==> src/rtl/alu_seq_unit.sv <==
// alu_seq_unit: sequential ALU between the AC/DR/E/INPR register file and the
// control sequencer. Operands are captured on the accept edge. All results are
// registered and presented with a one-cycle alu_done strobe.
// Optional feature macro: ALU_MUL_EN enables the shift-add multiply on code 0101.
// Without it, 0101 is reported as illegal and no multiplier logic is built.
//
// state  | meaning
// -------+-------------------------------------------------------------
// S_IDLE | waiting for alu_start
// S_RUN  | multi-cycle op (N-rotate / multiply), one step per clock
// S_DONE | result strobe cycle; a new alu_start is accepted here too
module alu_seq_unit #(
  parameter int WIDTH      = 16,
  parameter int INPR_WIDTH = 8
) (
  input  logic                  clk,
  input  logic                  rst,
  input  logic                  alu_start,
  input  logic [3:0]            alu_code,
  input  logic [WIDTH-1:0]      ac_outdata,
  input  logic [WIDTH-1:0]      dr_outdata,
  input  logic                  e_outdata,
  input  logic [INPR_WIDTH-1:0] inpr_outdata,
  output logic [WIDTH-1:0]      alu_outdata,
  output logic                  e_indata,
  output logic                  ac_we,
  output logic                  ff_en,
  output logic                  alu_busy,
  output logic                  alu_done,
  output logic                  alu_illegal
);

  localparam int SHCNT_W = $clog2(WIDTH);
  // one extra bit so the counter can hold WIDTH for the multiply
  localparam int CNT_W   = SHCNT_W + 1;

  localparam logic [3:0] C_AND = 4'b0001;
  localparam logic [3:0] C_ADD = 4'b0010;
  localparam logic [3:0] C_LDA = 4'b0011;
  localparam logic [3:0] C_ROR = 4'b0100;
  localparam logic [3:0] C_MUL = 4'b0101;
  localparam logic [3:0] C_SUB = 4'b0110;
  localparam logic [3:0] C_ROL = 4'b0111;
  localparam logic [3:0] C_CMA = 4'b1001;
  localparam logic [3:0] C_CME = 4'b1010;
  localparam logic [3:0] C_CIR = 4'b1011;
  localparam logic [3:0] C_CIL = 4'b1100;
  localparam logic [3:0] C_INP = 4'b1101;

  typedef enum logic [1:0] {
    S_IDLE = 2'd0,
    S_RUN  = 2'd1,
    S_DONE = 2'd2
  } state_t;

  state_t             r_state;
  logic [WIDTH-1:0]   r_ac;
  logic               r_e;
  logic [3:0]         r_code;
  logic [CNT_W-1:0]   r_cnt;
  logic [WIDTH-1:0]   r_alu_outdata;
  logic               r_e_indata;
  logic               r_ac_we;
  logic               r_ff_en;
  logic               r_busy;
  logic               r_done;
  logic               r_illegal;
`ifdef ALU_MUL_EN
  logic [WIDTH-1:0]   r_dr;
  logic [WIDTH-1:0]   r_mhi;
  logic [WIDTH:0]     w_mul_sum;
  logic [WIDTH-1:0]   w_mhi_next;
`endif

  logic [WIDTH:0]     w_add;
  logic [WIDTH-1:0]   w_res_ac;
  logic               w_res_e;
  logic               w_ac_we;
  logic               w_ff_en;
  logic               w_illegal;
  logic               w_multi;
  logic [CNT_W-1:0]   w_cnt_init;
  logic [WIDTH-1:0]   w_step_ac;
  logic               w_step_e;
  logic [CNT_W-1:0]   w_cnt_dec;
  logic               w_accept;

  assign w_add     = {1'b0, ac_outdata} + {1'b0, dr_outdata};
  assign w_cnt_dec = r_cnt - CNT_W'(1);
  assign w_accept  = alu_start && (r_state == S_IDLE || r_state == S_DONE);

  // Decode the incoming code: single-cycle result, enables, and whether a RUN phase is needed
  always_comb begin
    w_res_ac   = ac_outdata;
    w_res_e    = e_outdata;
    w_ac_we    = 1'b0;
    w_ff_en    = 1'b0;
    w_illegal  = 1'b0;
    w_multi    = 1'b0;
    w_cnt_init = '0;
    case (alu_code)
      C_AND: begin
        w_res_ac = ac_outdata & dr_outdata;
        w_ac_we  = 1'b1;
      end
      C_ADD: begin
        w_res_ac = w_add[WIDTH-1:0];
        w_res_e  = w_add[WIDTH];
        w_ac_we  = 1'b1;
        w_ff_en  = 1'b1;
      end
      C_LDA: begin
        w_res_ac = dr_outdata;
        w_ac_we  = 1'b1;
      end
      C_SUB: begin
        w_res_ac = ac_outdata - dr_outdata;
        w_res_e  = (ac_outdata >= dr_outdata);
        w_ac_we  = 1'b1;
        w_ff_en  = 1'b1;
      end
      C_CMA: begin
        w_res_ac = ~ac_outdata;
        w_ac_we  = 1'b1;
      end
      C_CME: begin
        w_res_e = ~e_outdata;
        w_ff_en = 1'b1;
      end
      C_CIR: begin
        w_res_ac = {e_outdata, ac_outdata[WIDTH-1:1]};
        w_res_e  = ac_outdata[0];
        w_ac_we  = 1'b1;
        w_ff_en  = 1'b1;
      end
      C_CIL: begin
        w_res_ac = {ac_outdata[WIDTH-2:0], e_outdata};
        w_res_e  = ac_outdata[WIDTH-1];
        w_ac_we  = 1'b1;
        w_ff_en  = 1'b1;
      end
      C_INP: begin
        w_res_ac[INPR_WIDTH-1:0] = inpr_outdata;
        w_ac_we = 1'b1;
      end
      // a zero count finishes immediately with the captured {E,AC}
      C_ROR, C_ROL: begin
        w_cnt_init = {1'b0, dr_outdata[SHCNT_W-1:0]};
        w_multi    = |dr_outdata[SHCNT_W-1:0];
        w_ac_we    = 1'b1;
        w_ff_en    = 1'b1;
      end
`ifdef ALU_MUL_EN
      C_MUL: begin
        w_cnt_init = CNT_W'(WIDTH);
        w_multi    = 1'b1;
        w_ac_we    = 1'b1;
        w_ff_en    = 1'b1;
      end
`endif
      default: w_illegal = 1'b1;
    endcase
  end

  // One RUN step: rotate the {E,AC} ring by one, or one shift-add multiply iteration
  always_comb begin
    w_step_ac = r_ac;
    w_step_e  = r_e;
`ifdef ALU_MUL_EN
    // AC holds the multiplier and shifts out as the product low half fills in from the top
    w_mul_sum  = {1'b0, r_mhi} + (r_ac[0] ? {1'b0, r_dr} : '0);
    w_mhi_next = w_mul_sum[WIDTH:1];
`endif
    case (r_code)
      C_ROR: begin
        w_step_ac = {r_e, r_ac[WIDTH-1:1]};
        w_step_e  = r_ac[0];
      end
      C_ROL: begin
        w_step_ac = {r_ac[WIDTH-2:0], r_e};
        w_step_e  = r_ac[WIDTH-1];
      end
`ifdef ALU_MUL_EN
      C_MUL: begin
        w_step_ac = {w_mul_sum[0], r_ac[WIDTH-1:1]};
        w_step_e  = |w_mhi_next;
      end
`endif
      default: ;
    endcase
  end

  // Control FSM with registered result, strobes and down-counter
  always_ff @(posedge clk or posedge rst) begin
    if (rst) begin
      r_state       <= S_IDLE;
      r_ac          <= '0;
      r_e           <= 1'b0;
      r_code        <= '0;
      r_cnt         <= '0;
      r_alu_outdata <= '0;
      r_e_indata    <= 1'b0;
      r_ac_we       <= 1'b0;
      r_ff_en       <= 1'b0;
      r_busy        <= 1'b0;
      r_done        <= 1'b0;
      r_illegal     <= 1'b0;
`ifdef ALU_MUL_EN
      r_dr          <= '0;
      r_mhi         <= '0;
`endif
    end else begin
      r_done    <= 1'b0;
      r_ac_we   <= 1'b0;
      r_ff_en   <= 1'b0;
      r_illegal <= 1'b0;
      case (r_state)
        S_IDLE, S_DONE: begin
          if (w_accept) begin
            if (w_multi) begin
              r_state <= S_RUN;
              r_busy  <= 1'b1;
              r_ac    <= ac_outdata;
              r_e     <= e_outdata;
              r_code  <= alu_code;
              r_cnt   <= w_cnt_init;
`ifdef ALU_MUL_EN
              r_dr    <= dr_outdata;
              r_mhi   <= '0;
`endif
            end else begin
              r_state       <= S_DONE;
              r_done        <= 1'b1;
              r_alu_outdata <= w_res_ac;
              r_e_indata    <= w_res_e;
              r_ac_we       <= w_ac_we;
              r_ff_en       <= w_ff_en;
              r_illegal     <= w_illegal;
            end
          end else begin
            r_state <= S_IDLE;
          end
        end
        S_RUN: begin
          r_ac  <= w_step_ac;
          r_e   <= w_step_e;
          r_cnt <= w_cnt_dec;
`ifdef ALU_MUL_EN
          r_mhi <= w_mhi_next;
`endif
          if (w_cnt_dec == '0) begin
            r_state       <= S_DONE;
            r_busy        <= 1'b0;
            r_done        <= 1'b1;
            r_alu_outdata <= w_step_ac;
            r_e_indata    <= w_step_e;
            r_ac_we       <= 1'b1;
            r_ff_en       <= 1'b1;
          end
        end
        default: r_state <= S_IDLE;
      endcase
    end
  end

  assign alu_outdata = r_alu_outdata;
  assign e_indata    = r_e_indata;
  assign ac_we       = r_ac_we;
  assign ff_en       = r_ff_en;
  assign alu_busy    = r_busy;
  assign alu_done    = r_done;
  assign alu_illegal = r_illegal;

endmodule
==> config.mk <==
export PLATFORM = sky130hd
export DESIGN_NAME = alu_seq_unit
export DESIGN_NICKNAME = d
export VERILOG_FILES = /design/src/rtl/alu_seq_unit.sv
export SDC_FILE = /design/constraint.sdc
export NUM_CORES = 1
export LEC_CHECK = 0
export BUFFER_PORTS_ARGS = -buffer_cell sky130_fd_sc_hd__buf_2
export CAP_MARGIN = 10
export CORE_ASPECT_RATIO = 2
export CORE_MARGIN = 2
export CORE_UTILIZATION = 40
export CTS_BUF_LIST = sky130_fd_sc_hd__clkbuf_2
export DETAILED_ROUTE_END_ITERATION = 8
export PLACE_DENSITY = 0.61
export SLEW_MARGIN = 20
export SYNTH_ARGS = -nofsm -noshare
export SYNTH_HDL_FRONTEND = slang
export SYNTH_SLANG_ARGS = --single-unit
==> constraint.sdc <==
create_clock -name clk -period 5.7 [get_ports clk]
set_input_delay 1.71 -clock clk [delete_from_list [all_inputs] [get_ports clk]]
set_output_delay 1.71 -clock clk [all_outputs]
set_load 0.02 [all_outputs]
==> impl_metrics.csv <==
group,metric,value,unit
sta,slew_headroom,0.250,
setup_path,path_common_cell,"or3_1",
clock_tree,post-cts-setup-buffer-count,0,
logic_synthesis,synthTopCellsByArea,"dfrtp_1, ha_1, a21oi_1",
die,fp.dieW,88.3,um
clock_tree,root_buffer,"clkbuf_2",
detailed_routing,drt_iter0_drc,660,
sta,slew_viol_final,0,
logic_synthesis,synth-seq-cells,50,
die,ios,70,
sta,hold_viol,0,
clock_tree,ctsLongestPathBuffers,2,
detailed_routing,firstDrtPassIters,7,
placement,dp_cells,993,
min_path,hold_class,"reg -> reg",
pwr,p_int,850,uW
setup_path,cp_data_arrival_time,4620,ps
clock_tree,cts.reportedPaths.clkPinSlew,260,ps
die,initial_core_util,0.410,
logic_synthesis,synth_cell_types,76,
status,run_status,"complete, no violations",
logic_synthesis,synth_warnings,0,
setup_path,startpoint_type,"input port",
cells_and_area,area_growth,8.80,%
setup_path,crit_chain,"buf_2 -> nor2b_1 -> or3_1 -> o211ai_1 -> or3_1 -> a211oi_1 -> o31ai_1",
setup_path,cpPeakStageDelay,770,ps
min_path,whs_path_depth,1,
sta,setup_viol,0,
flow_run,max_cap_violations,0,
clock_tree,clk_latency,500,ps
logic_synthesis,synth_enable_flop_cells,0,
logic_synthesis,ys_seq_area_frac,0.220,
detailed_routing,route.detailed.drc,0,
global_routing,grt_usage,0.306,
sta,min_period_over_period,0.740,
sta,skew,28.2,ps
global_routing,grt_pass1_wl,36000,um
clock_tree,holdBufCountCts,0,
clock_tree,numCtsBuffers,5,
pwr,p_seq_frac,0.365,
logic_synthesis,syn_inst,779,
clock_tree,h-tree-depth,2,
setup_path,critPathRequiredTime,6100,ps
setup_path,cp-end-kind,"flip-flop",
pwr,p_sw_frac,0.476,
pwr,clkPwrFrac,0.125,
setup_path,r2r_cells,9,
detailed_routing,via_per_inst,6.50,
logic_synthesis,ys_async_sr_fraction,1.00,
sta,rsz0062_at_grt,"false",
cells_and_area,final_area,6190,sq um
logic_synthesis,synth.cell_area,5690,sq um
global_routing,antenna_found_initial,1,
logic_synthesis,synth_nets,863,
global_routing,overflow,0,
setup_path,slowest_stage,"nor2b_1",
sta,layout_setup_ws,1480,ps
global_routing,grt_max_degree,51,
detailed_routing,via_count,6517,
pwr,max-vdd-ir-drop,0.0876,mV
logic_synthesis,synth_top_area_share,0.220,
sta,period_needed,4220,ps
placement,dp_hpwl,18000,um
placement,placement.cell_area,6120,sq um
placement,pre_cts_ws,996,ps
placement,portBuffers,69,
die,core.rowCount,61,
setup_path,cp_max_fo,41,
cells_and_area,fin_cells,1002,
pwr,p_comb_frac,0.510,
die,dieArea,15300,sq um
logic_synthesis,yosysTopAreaCell,"dfrtp_1",
detailed_routing,antenna_left,0,
sta,fin_tns_setup,0,ps
setup_path,criticalPathCategory,"in -> reg",
placement,gp_congestion,0.993,
cells_and_area,drive_gt1_frac,0.127,
detailed_routing,detail_route.wl_per_cell,23.5,um
clock_tree,cts_tree,"done",
cells_and_area,final_nets,895,
pwr,power_density,262,nW/um^2
logic_synthesis,ys.flop_type,"dfrtp_1",
detailed_routing,drt-total-wl,23500,um
die,die-height,173,um
pwr,p_switching,772,uW
logic_synthesis,avgSynthCellArea,7.30,sq um
pwr,leakagePower,0.00268,uW
clock_tree,cts_sinks,50,
cells_and_area,fin_util,0.446,
sta,worstMarginPinSlew,1120,ps
global_routing,grt_pass1_vias,6551,
clock_tree,cts-resized-gates,0,
sta,fmax,237,MHz
die,design.core.area,13900,sq um
-- per-layer routing --
metal  track usage  vias up  part of all wire
met2         0.506      374              0.50
met4         0.255        0             0.096
met5             0        -                 0
met1         0.340     3068              0.35
li1              -     2947                 -
met3        0.0282      128             0.059
-- worst max-delay path: cells and delay by family --
family / cells / cell delay, ps
buffers and inverters: 1 / 670
AOI/OAI and AO/OA: 3 / 630
and+or+nand+nor: 3 / 1570
-- cell usage in the layout (no fill, tap or decap), drive strengths merged, types with 7 or more instances in the layout --
cell / n
nor3: 15
a21o: 9
nor4: 7
a221o: 8
dfrtp: 50
nand3: 17
nand2b: 18
o31ai: 7
a21oi: 73
o221ai: 7
o22ai: 8
inv: 43
mux2i: 16
a22oi: 19
buf: 81
o21bai: 9
nor2b: 14
a221oi: 9
a211oi: 7
nand2: 89
o21ai: 67
nor2: 71
o211ai: 13
a31oi: 22
ha: 34
-- flip-flops by register name, indices dropped and copies added (netlist names) --
name,cells
ff_en,1
r_cnt,5
alu_outdata,16
r_e,1
e_indata,1
r_state,2
r_ac,16
alu_busy,1
alu_illegal,1
r_code,4
ac_we,1
alu_done,1
-- cell type report --
class | count | area (sq um)
antenna | 1 | 2.50
fill | 1509 | 7700
sequential | 50 | 1250
multi-input combinational | 631 | 4040
tap | 189 | 236
clock inverter | 3 | 43.8
timing repair buffer | 81 | 435
inverter | 42 | 158
clock buffer | 5 | 25.0
-- stage by stage --
step	hold slack [ps]	total power [uW]
floorplan	442	1140
global placement	460	1390
detailed placement	474	1410
CTS	498	1610
global route	556	1730
finish	500	1620
-- power groups by stage --
stage / Clock [uW] / Sequential, uW / Combinational, uW
2_1_floorplan: 0 / 616 / 521
3_3_place_gp: 0 / 593 / 802
3_5_place_dp: 0 / 599 / 812
4_1_cts: 207 / 591 / 816
5_1_grt: 218 / 608 / 901
6_report: 203 / 593 / 827
-- path summary, 6_finish.rpt --
path / startpoint / slack (ps) / endpoint
max reg2reg: r_cnt[0] / 2840 / alu_outdata[8]
min in group asynchronous: rst / 1320 / r_e
max: alu_code[0] / 1480 / alu_outdata[12]
min: r_cnt[4] / 500 / r_cnt[4]
min reg2reg: r_cnt[4] / 500 / r_cnt[4]
max in group asynchronous: rst / 3930 / r_cnt[4]
-- cells by family after synthesis --
logic type / Yosys count / synth area share
AOI/OAI and AO/OA: 303 / 0.356
xor gates and xnor gates: 12 / 0.0185
adders and majority gates: 36 / 0.0818
buffers and inverters: 98 / 0.0704
DFF: 50 / 0.220
muxes: 18 / 0.0341
and+or+nand+nor: 262 / 0.219
-- synth_stat cells (7+ instances only) --
cell	number
nand2_1	89
a21oi_1	72
nor2_1	71
o21ai_0	65
dfrtp_1	50
inv_1	41
clkbuf_1	38
ha_1	34
a31oi_1	22
a22oi_1	19
nand2b_1	18
nand3_1	17
mux2i_1	16
nor3_1	15
nor2b_1	14
o211ai_1	12
buf_2	10
a21o_1	9
a221oi_1	9
o21bai_1	9
a221o_1	8
o22ai_1	8
a211oi_1	7
nor4_1	7
o221ai_1	7
o31ai_1	7
No activity file was read; power rests on OpenSTA's default activity.
